==> config.mk <==
export PLATFORM = sky130hd
export DESIGN_NAME = router_input_channel
export DESIGN_NICKNAME = d
export VERILOG_FILES = /design/src/rtl/noc_pkg.sv /design/src/rtl/ric_vc_slot.sv /design/src/rtl/router_input_channel.sv
export SDC_FILE = /design/constraint.sdc
export NUM_CORES = 1
export LEC_CHECK = 0
export ABC_AREA = 0
export BUFFER_PORTS_ARGS = -buffer_cell sky130_fd_sc_hd__buf_2
export CAP_MARGIN = 20
export CORE_MARGIN = 8
export CORE_UTILIZATION = 45
export CTS_BUF_LIST = sky130_fd_sc_hd__clkbuf_4 sky130_fd_sc_hd__clkbuf_8
export DETAILED_ROUTE_END_ITERATION = 10
export PLACE_DENSITY = 0.68
export SLEW_MARGIN = 40
export SYNTH_ARGS = -nofsm -noshare
export SYNTH_HDL_FRONTEND = slang
export SYNTH_SLANG_ARGS = --single-unit
==> constraint.sdc <==
create_clock -name clk -period 2.4 [get_ports clk]
set_input_delay 0.36 -clock clk [delete_from_list [all_inputs] [get_ports clk]]
set_output_delay 0.36 -clock clk [all_outputs]
set_load 0.05 [all_outputs]
==> src/rtl/noc_pkg.sv <==
// -----------------------------------------------------------------------------
// noc_pkg
// Shared NoC definitions used by the NIC, the router input channels and the
// router output ports.
//
// Packet header layout (bit 0 is the MSB, vectors are declared [0:N-1]):
//   [0]      vc     virtual channel / buffer index
//   [1]      xdir   0 = East,  1 = West
//   [2]      ydir   0 = North, 1 = South
//   [8:15]   hop_x  remaining X hops
//   [16:23]  hop_y  remaining Y hops
//   [32:63]  payload
//
// Route requests are one-hot {N,S,E,W,PE}. An all-zero value means "no request".
// -----------------------------------------------------------------------------
package noc_pkg;

  localparam int PACKET_WIDTH = 64;
  localparam int HOP_W        = 8;

  // Header field positions, counted from the MSB (bit 0).
  localparam int VC_BIT    = 0;
  localparam int XDIR_BIT  = 1;
  localparam int YDIR_BIT  = 2;
  localparam int HOP_X_POS = 8;
  localparam int HOP_Y_POS = 16;

  // Bit index of each direction inside a route_t.
  localparam int DIR_PE = 0;
  localparam int DIR_W  = 1;
  localparam int DIR_E  = 2;
  localparam int DIR_S  = 3;
  localparam int DIR_N  = 4;
  localparam int NUM_DIRS = 5;

  typedef logic [NUM_DIRS-1:0] route_t;

  localparam route_t ROUTE_NONE = 5'b00000;
  localparam route_t ROUTE_N    = 5'b10000;
  localparam route_t ROUTE_S    = 5'b01000;
  localparam route_t ROUTE_E    = 5'b00100;
  localparam route_t ROUTE_W    = 5'b00010;
  localparam route_t ROUTE_PE   = 5'b00001;

  // Dimension-ordered XY routing: finish X first, then Y, then eject locally.
  function automatic route_t xy_route(input logic [0:PACKET_WIDTH-1] pkt);
    route_t r;
    if (pkt[HOP_X_POS +: HOP_W] != '0) begin
      r = pkt[XDIR_BIT] ? ROUTE_W : ROUTE_E;
    end else if (pkt[HOP_Y_POS +: HOP_W] != '0) begin
      r = pkt[YDIR_BIT] ? ROUTE_S : ROUTE_N;
    end else begin
      r = ROUTE_PE;
    end
    return r;
  endfunction

endpackage

==> src/rtl/ric_vc_slot.sv <==
// -----------------------------------------------------------------------------
// ric_vc_slot
// One single-packet virtual-channel buffer: packet register, full flag and the
// XY route computed from the packet header when it is written.
//
// Ports:
//   clk       clock, all state on posedge
//   reset     asynchronous, active-low; empties the slot
//   wr_en     write wr_data into the slot (sets full)
//   wr_data   incoming packet
//   clr       packet has been granted downstream (clears full)
//   full      slot holds a packet
//   data      stored packet
//   route     one-hot route of the stored packet
// -----------------------------------------------------------------------------
module ric_vc_slot
  import noc_pkg::*;
(
  input  logic                    clk,
  input  logic                    reset,
  input  logic                    wr_en,
  input  logic [0:PACKET_WIDTH-1] wr_data,
  input  logic                    clr,
  output logic                    full,
  output logic [0:PACKET_WIDTH-1] data,
  output logic [NUM_DIRS-1:0]     route
);

  // The top never writes and clears the same slot in one cycle (polarity
  // separates the two sides), so write simply takes priority.
  // NOTE: sequential state uses non-blocking assignments only.
  always_ff @(posedge clk or negedge reset) begin
    if (!reset) begin
      full  <= 1'b0;
      // NOTE: the packet register is reset too so a dropped packet leaves no
      // stale contents; outputs are also gated by full.
      data  <= '0;
      route <= ROUTE_NONE;
    end else if (wr_en) begin
      full  <= 1'b1;
      data  <= wr_data;
      route <= xy_route(wr_data);
    end else if (clr) begin
      full  <= 1'b0;
    end
  end

endmodule

==> src/rtl/router_input_channel.sv <==
// -----------------------------------------------------------------------------
// router_input_channel
// Router-side receiver for one link. Terminates the si/ri handshake from a NIC
// or neighbour router, holds two single-packet VC buffers (even/odd) and
// presents one XY-routed packet per cycle to the switch allocator.
//
// The global polarity bit picks which buffer each side uses: the external
// (upstream) side uses buf[polarity], the internal (allocator) side uses
// buf[~polarity], so the two never touch the same buffer in one cycle.
//
// Parameters:
//   PACKET_WIDTH  packet width, must match noc_pkg
//   HOP_W         hop-count field width, must match noc_pkg
//
// Ports:
//   clk         clock
//   reset       asynchronous, active-low; clears all state
//   polarity    router-global polarity, toggles every cycle
//   in_si       upstream send strobe
//   in_ri       ready to upstream
//   in_di       upstream packet (bit 0 = MSB)
//   out_req     one-hot route request {N,S,E,W,PE}; zero = no request
//   out_gnt     allocator grant for the current out_req
//   perf_pkts   (RIC_PERF_CNT_EN) accepted packets, saturating
//   perf_stall  (RIC_PERF_CNT_EN) cycles requesting without grant, saturating
//   out_do      forwarded packet: routed hop field decremented, vc = buffer
//
// Optional feature: define RIC_PERF_CNT_EN to add the performance counters.
// -----------------------------------------------------------------------------
module router_input_channel #(
  parameter int PACKET_WIDTH = 64,
  parameter int HOP_W        = 8
) (
  input  logic                    clk,
  input  logic                    reset,
  input  logic                    polarity,
  input  logic                    in_si,
  output logic                    in_ri,
  input  logic [0:PACKET_WIDTH-1] in_di,
  output logic [4:0]              out_req,
  input  logic                    out_gnt,
`ifdef RIC_PERF_CNT_EN
  output logic [15:0]             perf_pkts,
  output logic [15:0]             perf_stall,
`endif
  output logic [0:PACKET_WIDTH-1] out_do
);

  localparam logic [HOP_W-1:0] HOP_ONE = 1;

  logic                    rd_sel;
  logic                    accept;
  logic                    grant;
  logic [1:0]              wr_en;
  logic [1:0]              clr;
  logic [1:0]              full;
  logic [0:PACKET_WIDTH-1] slot_data  [2];
  logic [4:0]              slot_route [2];
  logic [0:PACKET_WIDTH-1] rd_data;
  logic [4:0]              rd_route;

  assign rd_sel = ~polarity;

  // Ready is held low during reset even though the flags are already clear.
  assign in_ri  = reset & ~full[polarity];
  assign accept = in_si & in_ri;
  // A grant only counts while something is actually being requested.
  assign grant  = out_gnt & (out_req != 5'b00000);

  assign wr_en[0] = accept & ~polarity;
  assign wr_en[1] = accept &  polarity;
  assign clr[0]   = grant  &  rd_sel == 1'b0;
  assign clr[1]   = grant  &  rd_sel == 1'b1;

  for (genvar v = 0; v < 2; v++) begin : g_slot
    ric_vc_slot u_slot (
      .clk     (clk),
      .reset   (reset),
      .wr_en   (wr_en[v]),
      .wr_data (in_di),
      .clr     (clr[v]),
      .full    (full[v]),
      .data    (slot_data[v]),
      .route   (slot_route[v])
    );
  end

  assign rd_data  = slot_data[rd_sel];
  assign rd_route = slot_route[rd_sel];

  // The route was fixed at accept time and guarantees the decremented field
  // is non-zero, so the decrement never wraps.
  always_comb begin
    // NOTE: every output gets a default first so no path infers a latch.
    out_req = noc_pkg::ROUTE_NONE;
    out_do  = '0;
    if (full[rd_sel]) begin
      out_req = rd_route;
      out_do  = rd_data;
      out_do[noc_pkg::VC_BIT] = rd_sel;
      if (rd_route[noc_pkg::DIR_E] | rd_route[noc_pkg::DIR_W]) begin
        out_do[noc_pkg::HOP_X_POS +: HOP_W] =
          rd_data[noc_pkg::HOP_X_POS +: HOP_W] - HOP_ONE;
      end else if (rd_route[noc_pkg::DIR_N] | rd_route[noc_pkg::DIR_S]) begin
        out_do[noc_pkg::HOP_Y_POS +: HOP_W] =
          rd_data[noc_pkg::HOP_Y_POS +: HOP_W] - HOP_ONE;
      end
    end
  end

`ifdef RIC_PERF_CNT_EN
  always_ff @(posedge clk or negedge reset) begin
    if (!reset) begin
      perf_pkts  <= '0;
      perf_stall <= '0;
    end else begin
      if (accept && perf_pkts != 16'hFFFF) begin
        perf_pkts <= perf_pkts + 16'd1;
      end
      if (out_req != 5'b00000 && !out_gnt && perf_stall != 16'hFFFF) begin
        perf_stall <= perf_stall + 16'd1;
      end
    end
  end
`endif

endmodule

* Yosys cells after proc, flatten, opt, wreduce, memory -nomap -nowiden
Index checks and enable logic that the tools add are counted.
** Word-level totals
- Flip-flop bits (word level) :: 138
- Output and inout port bits :: 70
- Logic and storage cells :: 51
** Operators by class
- Add/subtract/negate cells :: 2
- Magnitude comparators :: 3
- Muxes and demuxes :: 23
- Bitwise gates (word level) :: 12
- Reductions and logical operators :: 5
** Operators by type and width (count)
- $mux W63 :: 3
- $mux W64 :: 1
- $mux W5 :: 7
- $mux W8 :: 3
- $reduce_bool A8 Y1 :: 2
- $sub A8 B1 Y8 const B :: 2
- $mux W1 :: 8
- $and A1 B1 Y1 :: 7
- $reduce_bool A5 Y1 :: 1
- $lt A1 B2 Y1 const B :: 2
- $reduce_bool A2 Y1 :: 2
- $mux W3 :: 1
- $ge A2 B2 Y1 const B :: 1
- $not A1 Y1 :: 2
- $not A1 Y2 :: 1
- $or A1 B1 Y1 :: 2

* Longest topological paths before layout
Gate-level depths: netlist (run 1).
- Depth in word-level cells :: 11
- Gate-level depth with buffers :: 9
- Depth with buffers taken out :: 6

* Hierarchy
Synthesis (run 1) repeated with hierarchy kept, for this count alone.
** Unflattened totals
- Cells, all modules :: 557
- Area, all modules :: 6921.6 µm²
** Modules (own cells, without submodules)
- ric_vc_slot :: times used 2, cells an instance 166, area each 2661.3 µm²
- router_input_channel :: times used 1, cells an instance 225, area each 1599.0 µm²

* Worst setup path after synthesis (run 1)
No wires, ideal clock.
- Path kind :: input to output
- Start :: in polarity
- End :: out out_do[17] in the netlist's numbering
- Arrival time :: 2.315 ns
- Required time :: 2.040 ns
- Slack :: -0.275 ns
- Stages :: 9
- Path through :: buf_6 > buf_6 > buf_2 > mux2i_1 > ha_1 > o21ai_0 > nor3_1 > xor2_1 > nor2_1
** Between the ends
- Longest elaborated chain between the ends :: 9
- Elaborated cells between the ends (all ways) :: 16
- Classes of those cells :: 1 x add/sub; 11 x mux; 4 x bitwise
** Ends and longest elaborated chain
- start, declared :: line router_input_channel.sv:36 : input logic polarity,
- $not A1 Y1 :: line router_input_channel.sv:62 : assign rd_sel = ~polarity;
- $not A1 Y2 (not written as such) :: line router_input_channel.sv:88, router_input_channel.sv:89
- $mux W63 (not written as such) or $mux W5 (tied branches) (3 in series) :: line router_input_channel.sv:88, router_input_channel.sv:89
- $sub A8 B1 Y8 or $or A1 B1 Y1 (tied branches) :: line router_input_channel.sv:106, router_input_channel.sv:104
- $mux W8 :: line router_input_channel.sv:104 : end else if (rd_route[noc_pkg::DIR_N] | rd_route[noc_pkg::DIR_S]) begin
- $mux W8 :: line router_input_channel.sv:101 : if (rd_route[noc_pkg::DIR_E] | rd_route[noc_pkg::DIR_W]) begin
- $mux W64 (*) :: line router_input_channel.sv:97 : if (full[rd_sel]) begin
- end, declared :: line router_input_channel.sv:46 : output logic [0:PACKET_WIDTH-1] out_do
Every way passes the cells marked *; elsewhere a longest branch is shown, timed or not. The select of a mux whose other input is x is not followed.

* Worst setup path in the final report (run 1)
- Start :: reg g_slot[1].u_slot.route[3]
- End :: out out_do[22] in the netlist's numbering
** Between the ends
- Longest elaborated chain between the ends :: 7
** Ends and longest elaborated chain
- start, declared :: line ric_vc_slot.sv:26 : output logic [NUM_DIRS-1:0] route
- start signal, assigned :: line ric_vc_slot.sv:42 : route <= xy_route(wr_data);
- $mux W5 (not written as such) (3 in series) :: line router_input_channel.sv:89 : assign rd_route = slot_route[rd_sel];
- $or A1 B1 Y1 :: line router_input_channel.sv:104
- $mux W8 :: line router_input_channel.sv:104
- $mux W8 :: line router_input_channel.sv:101
- $mux W64 :: line router_input_channel.sv:97
Every way passes these cells. The select of a mux whose other input is x is not followed.

==> results.toml, run 1 <==
[run_status]
outcome = "finished, violations left"
violations = "hold timing, setup timing"

[layout]
layout-drive-gt1-share_pct = 32.42
antenna_cells = 0
fillers = 1214
area_delta_synth_final_pct = 24.85
final_common_cell = "nand2_1"
final_cell_count_no_fill = 1020
nets = 894
finish.utilization_pct = 57.66
mostFrequentLayoutCells = "nand2_1, dfrtp_1, buf_2, nor2_1, mux2i_1"

[drt]
firstDrtPassIters = 4
antenna_left = 0
wl_per_cell_um = 16.81
initialDrtViolationCount = 317
drt-total-wl_mm = 17.15
vias_per_cell = 5.230
vias = 5335
drc = 0

[clock_network]
cts_num_sinks = 138
cts_tree = "built"
clk_latency_ns = 0.44
clockBufferDepth = 2
htree_levels = 4
holdBufCountCts = 0
root_buffer = "clkbuf_8"
cts_buffers = 17
clkTransAtPathRegs_ns = 0.08

[critical_path]
crit_path_max_fanout = 7
crit_path_start = "g_slot[1].u_slot.route[3]"
path_cells = "or3_4 > o221ai_4 > buf_4 > mux2_4 > nor2_4 > buf_6"
slowest_delay_ns = 0.42
crit_arrival_ns = 2.14
r2r_slack_ns = 0.40
worst_r2r_path_depth = 5
crit_path_start_kind = "flop"
critPathKind = "flop to output pin"
required_ns = 2.04
cp-end-kind = "output pin"
reg2reg_from = "g_slot[0].u_slot.full"
critPathSlowestCell = "dfrtp_1"
critPathCapture = "out_do[22]"
r2r_end = "g_slot[1].u_slot.data[38]"

[power_and_ir_drop]
max-vdd-ir-drop_mv = 0.9756
power_leakage_uw = 0.004292
fin_total_pwr_uw = 11520
powerDensity_nw_per_um2 = 1370

[yosys]
synth_top_family_by_area = "multiplexers"
synthesis.instances = 673
synthXorXnorAreaFrac_pct = 1.690
synth_seq_cells = 138
netlist_area_sq_um = 6738
syn_nets = 744
synth-compound-area-share_pct = 2.823
synth_warnings = 0
synth_flop_cell = "dfrtp_1"
syn_area_per_cell_sq_um = 10.01
synth_seq_area_share_pct = 51.25
synth.area.mux_share_pct = 20.22
synth_fa_ha_area_share_pct = 0.3714
synthSimpleGateAreaFrac_pct = 19.78
yosysUniqueCellTypes = 38
async_reset_ff_share_pct = 100.0
synth_edf_count = 0

[timing]
tightest_slew_ns = 0.7940
rsz0062_at_grt = "yes"
max_clock_freq_mhz = 399.5
layout_setup_ws_ns = -0.1031
hold_viol = 24
setup_viol = 4
finalMaxSlewViolations = 0
finalCriticalPeriod_ns = 2.503
finalCritPeriodShare_pct = 104.3
fin_skew_ns = 0.01164
finalSetupTns_ns = -0.2382
relSlewSlack_pct = 47.06
hold_ws_ns = -0.01625

[floorplanning]
dieArea_sq_um = 19140
pin_count = 139
rows = 44
start_util_pct = 46.18
die-height_um = 138.4
core_area_sq_um = 14590
die_w_um = 138.4

[run]
drv_cap = 0

[place]
place.port_buffers = 137
dp_hpwl_mm = 11.51
gp_congestion = 0.8246
dpl.cell_count = 976

[global_routing]
grt_max_degree = 139
grt_pass1_wl_mm = 28.00
grt_pass1_vias = 5708
antenna_found_initial = 1
track_usage_pct = 17.66
grt_overflow = 0

[hold_path]
hp-class = "primary input to async pin"
==> where the power goes <==
| group | internal (uW) | leakage (uW) | total (uW) | switching [uW] |
|---|---|---|---|---|
| clock | 966 | 0.000195 | 1860 | 891 |
| sequential | 3430 | 0.00170 | 4150 | 716 |
| combinational | 1970 | 0.00240 | 5520 | 3550 |
==> cells by family (layout without fill, tap and decap cells) <==
group,count (synthesis),in the layout
adder cells (fa/ha/maj),2,2
AND/OR/NAND/NOR,320,320
XOR/XNOR,13,13
multiplexers,128,128
flip-flops,138,138
buffers and inverters,44,207
AO/OA/AOI/OAI,28,28
==> worst min-delay path by stage <==
stage / endpoint / cells after the start / slack [ns]
detailed placement: g_slot[0].u_slot.data[28] / 2 / 0.46
floorplan: g_slot[0].u_slot.data[10] / 0 / 0.06
global route: g_slot[1].u_slot.data[11] / 2 / 0.09
global placement: g_slot[0].u_slot.data[56] / 2 / 0.46
finish: g_slot[1].u_slot.data[11] / 2 / -0.02
CTS: g_slot[1].u_slot.data[19] / 2 / 0.07
==> state kept, by name, indices dropped and copies added (netlist names) <==
register,flops
g_slot.u_slot.data,126
g_slot.u_slot.route,10
g_slot.u_slot.full,2
==> final cells by class <==
type                    instances  area, sq um  share of cell area (%)
well taps                     184        230.2                   2.737
inverters                       3        11.26                  0.1339
clock inverters                12        125.1                   1.487
flip-flops and latches        138         3453                   41.05
repair buffers                172         1129                   13.42
multi-input cells             491         3201                   38.05
clock buffers                  20        262.8                   3.124
==> per-layer routing <==
metal / vias up / track usage (%) / part of all wire, % / routed length, um
li1: 2524 / - / - / -
met4: 2 / 4.176 / 0.90 / 155
met3: 15 / 6.267 / 6.6 / 1138
met2: 146 / 30.71 / 50 / 8648
met5: - / 0 / 0.076 / 13
met1: 2648 / 20.28 / 42 / 7192
==> stage by stage <==
stage / worst slack, ns / area (sq um)
after floorplan: -0.1661 / 6771
after global placement: 0.04354 / 7721
after detailed placement: 0.004919 / 7721
after CTS: -0.08494 / 8247
after global routing: -0.1786 / 8412
final: -0.1031 / 8412
==> cells in the mapped netlist (2+ instances only) <==
cell,n,area (sq um)
buf_6,7,78.83
xnor2_1,4,35.03
xor2_1,9,78.83
o21ai_0,13,65.06
mux2_2,25,281.5
clkbuf_1,8,30.03
nand2b_1,2,12.51
mux2i_1,63,630.6
ha_1,2,25.02
nor3_1,10,50.05
buf_4,4,30.03
or3_1,2,12.51
nand3_1,4,20.02
a32o_1,4,40.04
inv_1,3,11.26
nor4_4,2,42.54
nor2_1,77,289.0
buf_2,22,110.1
dfrtp_1,138,3453
a21oi_1,7,35.03
mux2_1,40,450.4
nand2_1,205,769.5
nor4_1,6,37.54
nand4_1,2,12.51
==> timing repair <==
item / CTS / global route
pin swaps: 12 / 15
resized for setup: 29 / 34
setup buffers: 5 / 7
setup endpoints to repair: 12 / 14
==> critical path, delay by kind of cell, from the launching register on <==
kind                   cells  cell delay, ns
AND/OR/NAND/NOR            2            0.50
buffers and inverters      2            0.35
flip-flops                 1            0.42
multiplexers               1            0.31
AO/OA/AOI/OAI              1            0.13
Power figures use the tool's default switching activity.
==> run 2: changes to the inputs <==
- SETUP_SLACK_MARGIN: unset -> 0.3
==> run 2 against run 1 <==
  * Sequential power about the same
  * Critical endpoint is now out_do[17]
  * The flow finishes with violations (setup timing)
  * Clock skew decreased by 0.0025 ns
  * Hold slack better by 0.14 ns
  * Wire length up 15%
  * Largest power group unchanged
  * Clock power is essentially flat
  * Critical path type unchanged
  * Largest cell class is now multi-input combinational cells
==> results.toml, run 2 (synthesis gave the netlist of run 1 again) <==
[timing]
rsz0062_at_grt = "yes"
relSlewSlack_pct = 52.56
setup_viol = 5
tightest_slew_ns = 0.7116
fin_skew_ns = 0.009150
hold_viol = 0
finalCritPeriodShare_pct = 102.2
finalSetupTns_ns = -0.1695
max_clock_freq_mhz = 407.7
layout_setup_ws_ns = -0.05293
finalMaxSlewViolations = 0
finalCriticalPeriod_ns = 2.453

[power_and_ir_drop]
powerDensity_nw_per_um2 = 1403
fin_total_pwr_uw = 13980
max-vdd-ir-drop_mv = 0.8334
power_leakage_uw = 0.004724

[global_routing]
antenna_found_initial = 1
grt_pass1_wl_mm = 31.03
grt_pass1_vias = 6012
grt_overflow = 0
grt_max_degree = 79
track_usage_pct = 19.80

[layout]
finish.utilization_pct = 68.28
mostFrequentLayoutCells = "nand2_1, dfrtp_1, buf_2, nor2_4, mux2i_1"
top_regs = "g_slot.u_slot.data: 126 flops, g_slot.u_slot.route: 10 flops, g_slot.u_slot.full: 2 flops"
final_common_cell = "nand2_1"
ff_latch_area_sq_um = 3456
top_register = "g_slot.u_slot.data"
largest_reg_flops = 126
antenna_cells = 0
design_area_sq_um = 9961
layout-drive-gt1-share_pct = 42.71
nets = 922
multi_input_area_sq_um = 3729
area_delta_synth_final_pct = 47.84
fillers = 1003

[hold_path]
holdPathEnd = "g_slot[0].u_slot.data[36]"
hp-start = "in_di[36]"
hp-class = "primary input to flop"
hold_path_depth = 3

[critical_path]
critPathKind = "flop to output pin"
crit_arrival_ns = 2.09
crit_path_start = "g_slot[0].u_slot.data[23]"
cp-end-kind = "output pin"
critPathTopFamily = "flip-flops"
path_cells = "mux2i_2 > ha_2 > o21ai_2 > nor3_2 > xor2_1 > nor2_4 > buf_6"
r2r_slack_ns = 0.59
reg2reg_from = "g_slot[1].u_slot.full"
crit_path_start_kind = "flop"
slowest_delay_ns = 0.43
worst_r2r_path_depth = 7
r2r_end = "g_slot[0].u_slot.data[52]"
crit_buf_inv = 1
critPathSlowestCell = "dfrtp_1"
required_ns = 2.04
crit_path_max_fanout = 3

[clock_network]
cts_buffers = 17
cts_tree = "built"
cts_num_sinks = 138
clockBufferDepth = 2
clkTransAtPathRegs_ns = 0.07
clk_latency_ns = 0.43
htree_levels = 4
root_buffer = "clkbuf_8"

[floorplanning]
dieArea_sq_um = 19140
start_util_pct = 46.18
rows = 44
die-height_um = 138.4
core_area_sq_um = 14590
die_w_um = 138.4
pin_count = 139

[place]
gp_congestion = 0.7957
place.port_buffers = 137
dp_hpwl_mm = 11.84
place_ws_ns = -0.003719
dpl_cell_area_sq_um = 7973

[drt]
antenna_left = 0
initialDrtViolationCount = 459
wl_per_cell_um = 18.88
vias = 5557
drt-total-wl_mm = 19.79
firstDrtPassIters = 4
vias_per_cell = 5.302
drc = 0

[run_status]
violations = "setup timing"
outcome = "finished, violations left"

[run]
drv_cap = 0
[run 2: power by group]
group          switching (uW)  internal (uW)  leakage, uW
sequential                739           3440      0.00170
combinational            4520           3420      0.00282
clock                     832           1030     0.000202
[run 2: worst max path at each step]
stage / endpoint / slack [ns] / cells after the start
2_1_floorplan: out_do[17] / 0.21 / 9
3_3_place_gp: out_do[9] / 0.03 / 6
3_5_place_dp: out_do[9] / -0.004 / 7
4_1_cts: out_do[17] / -0.05 / 6
5_1_grt: out_do[17] / -0.22 / 7
6_report: out_do[17] / -0.05 / 7
[run 2: area by class of cell]
cell class,count,area share (%)
clock inverter,5,0.5778
clock buffer,27,3.479
inverter,3,0.1131
tap,184,2.311
multi-input combinational,491,37.43
timing repair buffer,200,21.39
sequential,138,34.69
[run 2: per-layer routing]
metal | up-vias | GRT usage (%) | part of all wire [%] | routed length, um
met5 | - | 0 | 0.040 | 8
met4 | 2 | 7.895 | 1.4 | 276
met3 | 21 | 6.712 | 6.9 | 1368
met2 | 165 | 32.42 | 52 | 10280
met1 | 2797 | 23.44 | 40 | 7860
li1 | 2572 | - | - | -
[run 2: worst reg2reg max path, cell delays in order (launching register included)]
cell     delay (ns)
dfrtp_1        0.39
buf_4          0.15
mux2i_1        0.12
and2_2         0.23
nand3_2        0.34
buf_12         0.31
nand2_1        0.09
nand2_1        0.06
[run 2: repair_timing]
action,4_1_cts,5_1_grt
setup endpoints to repair,67,64
buffers inserted,16,9
pin swaps,37,34
hold buffers,0,1
endpoints found under the hold margin,0,29
resized for setup,185,119
gates cloned,5,4
[run 2: stage by stage]
stage	hold slack [ns]	std cells
2_1_floorplan	0.06441	673
3_5_place_dp	0.4577	980
3_3_place_gp	0.4565	980
6_report	0.1209	1048
5_1_grt	0.09548	1048
4_1_cts	0.06360	1033
==> run 3: changes to the inputs <==
- SETUP_SLACK_MARGIN: 0.3 -> 0.1
==> run 3 against run 2 <==
  * Hold slack worse by 0.11 ns
  * First-iteration DRC count down 45%
  * Count of clock-buffer cells in the layout down 1
  * Critical endpoint is now out_do[22]
  * Register-to-register slack about the same
  * The run still ends with setup timing left
  * Sequential power about the same
  * Core utilization down 9.3 points
  * Worst setup slack better by 0.051 ns
==> results.toml, run 3 (synthesis gave the netlist of run 1 again) <==
[run_status]
outcome = "finished, violations left"
violations = "setup timing"

[clock_network]
root_buffer = "clkbuf_8"
cts_buffers = 17
cts_num_sinks = 138
cts_tree = "built"
clk_latency_ns = 0.44
clkTransAtPathRegs_ns = 0.07
htree_levels = 4
clockBufferDepth = 2

[place]
dp_hpwl_mm = 11.49
dpl_cell_area_sq_um = 7721
place.port_buffers = 137
gp_congestion = 0.8295

[timing]
finalCritPeriodShare_pct = 100.1
finalSetupTns_ns = -0.002329
layout_setup_ws_ns = -0.002329
finalMaxSlewViolations = 0
rsz0062_at_grt = "yes"
setup_viol = 1
finalCriticalPeriod_ns = 2.402
hold_viol = 0
max_clock_freq_mhz = 416.3
fin_skew_ns = 0.003983
tightest_slew_ns = 0.7754
relSlewSlack_pct = 48.30

[floorplanning]
core_area_sq_um = 14590
start_util_pct = 46.18
dieArea_sq_um = 19140
rows = 44
die_w_um = 138.4
pin_count = 139
die-height_um = 138.4

[critical_path]
critPathTopFamily = "simple AND/OR/NAND/NOR gates"
crit_arrival_ns = 2.04
crit_path_start_kind = "flop"
cp-end-kind = "output pin"
critPathKind = "flop to output pin"
path_cells = "or3_4 > o221ai_4 > buf_12 > mux2_4 > nor2_4 > buf_8"
crit_path_max_fanout = 8
critPathSlowestCell = "or3_4"
required_ns = 2.04
crit_buf_inv = 2
slowest_delay_ns = 0.40

[drt]
drt-total-wl_mm = 17.03
antenna_left = 0
firstDrtPassIters = 4
vias_per_cell = 5.242
vias = 5384
drc = 0
wl_per_cell_um = 16.58
initialDrtViolationCount = 251

[power_and_ir_drop]
max-vdd-ir-drop_mv = 0.6680
powerDensity_nw_per_um2 = 1388
power_leakage_uw = 0.004405

[layout]
largest_reg_flops = 126
nets = 900
layout-drive-gt1-share_pct = 33.02
area_delta_synth_final_pct = 27.78
top_regs = "g_slot.u_slot.data: 126 flops, g_slot.u_slot.route: 10 flops, g_slot.u_slot.full: 2 flops"
final_common_cell = "nand2_1"
fillers = 1235
design_area_sq_um = 8610
top_register = "g_slot.u_slot.data"
mostFrequentLayoutCells = "nand2_1, dfrtp_1, buf_2, nor2_1, mux2i_1"

[global_routing]
antenna_found_initial = 2
grt_pass1_vias = 5682
grt_overflow = 0
grt.met2_usage_pct = 28.78
grt_pass1_wl_mm = 28.09
grt.busiest_layer = "met2"
grt_max_degree = 139
grtUsageMet1_pct = 20.98
grt.met3_usage_pct = 6.404
track_usage_pct = 17.71

[hold_path]
hp-class = "primary input to async pin"

[run]
drv_cap = 0
[run 3: changes by cell type in the layout (fill, tap and decap cells not counted), sizes merged, moves of 2 or more]
cell / change
buf: -15
bufinv: +3
clkbuf: -6
clkinvlp: -2
[run 3: routing by layer]
layer  part of all wire [%]  up-vias  wire (um)
li1                       -     2547          -
met1                     44     2669       7423
met2                     48      136       8156
met3                    6.5       30       1109
met4                    1.9        2        329
met5                  0.047        -          8
[run 3: path summary, 6_finish.rpt]
kind                                                  end  cells past startpoint  slack, ns                       from
min in group clk                g_slot[0].u_slot.data[54]                      3       0.11                  in_di[54]
worst max-delay path                           out_do[22]                      6     -0.002  g_slot[1].u_slot.route[3]
max in group asynchronous       g_slot[0].u_slot.data[23]                      2       1.72                      reset
worst max register to register  g_slot[1].u_slot.data[29]                      5       0.59      g_slot[0].u_slot.full
worst min-delay path             g_slot[0].u_slot.data[9]                      2       0.01                      reset
worst min register to register  g_slot[0].u_slot.data[39]                      2       0.47  g_slot[0].u_slot.data[39]
[run 3: stage by stage]
step / setup slack (ns) / hold WS (ns) / total power, uW / util, % / instances
floorplan: -0.05827 / 0.06441 / 7879 / - / 673
global placement: 0.08201 / 0.4572 / 9027 / 52.92 / 977
detailed placement: 0.04380 / 0.4621 / 9241 / 52.92 / 977
CTS: -0.007229 / 0.06697 / 11770 / 57.86 / 1020
global route: -0.1366 / 0.1006 / 12680 / 59.01 / 1027
finish: -0.002329 / 0.01070 / 11950 / 59.01 / 1027
[run 3: worst reg2reg max path: stages (launching register included)]
cell     delay (ns)
dfrtp_1        0.54
mux2i_1        0.11
and2_1         0.22
nand3_4        0.19
buf_12         0.26
mux2_2         0.37
[run 3: what timing repair did]
item	in CTS	in global routing
pin swaps	14	12
gates resized for setup	42	34
gates cloned	0	0
setup endpoints to repair	15	37
hold buffers	0	0
setup buffers	11	6
[run 3: final cells by class]
cell class                      count  area (sq um)  area share (%)
Tap cell                          184         230.2           2.674
Inverter                            3         11.26          0.1308
Clock buffer                       26         332.8           3.866
Multi-Input combinational cell    491          3232           37.54
Timing Repair Buffer              178          1212           14.08
Antenna cell                        1         2.502         0.02907
Clock inverter                      6         132.6           1.540
Sequential cell                   138          3456           40.14
[run 3: power by group]
group / total, uW / internal, uW / leakage (uW) / switching (uW)
Combinational: 5630 / 2050 / 0.00247 / 3580
Sequential: 4160 / 3430 / 0.00170 / 727
Clock: 2160 / 1320 / 0.000237 / 841
Total: 12000 / 6800 / 0.00440 / 5150
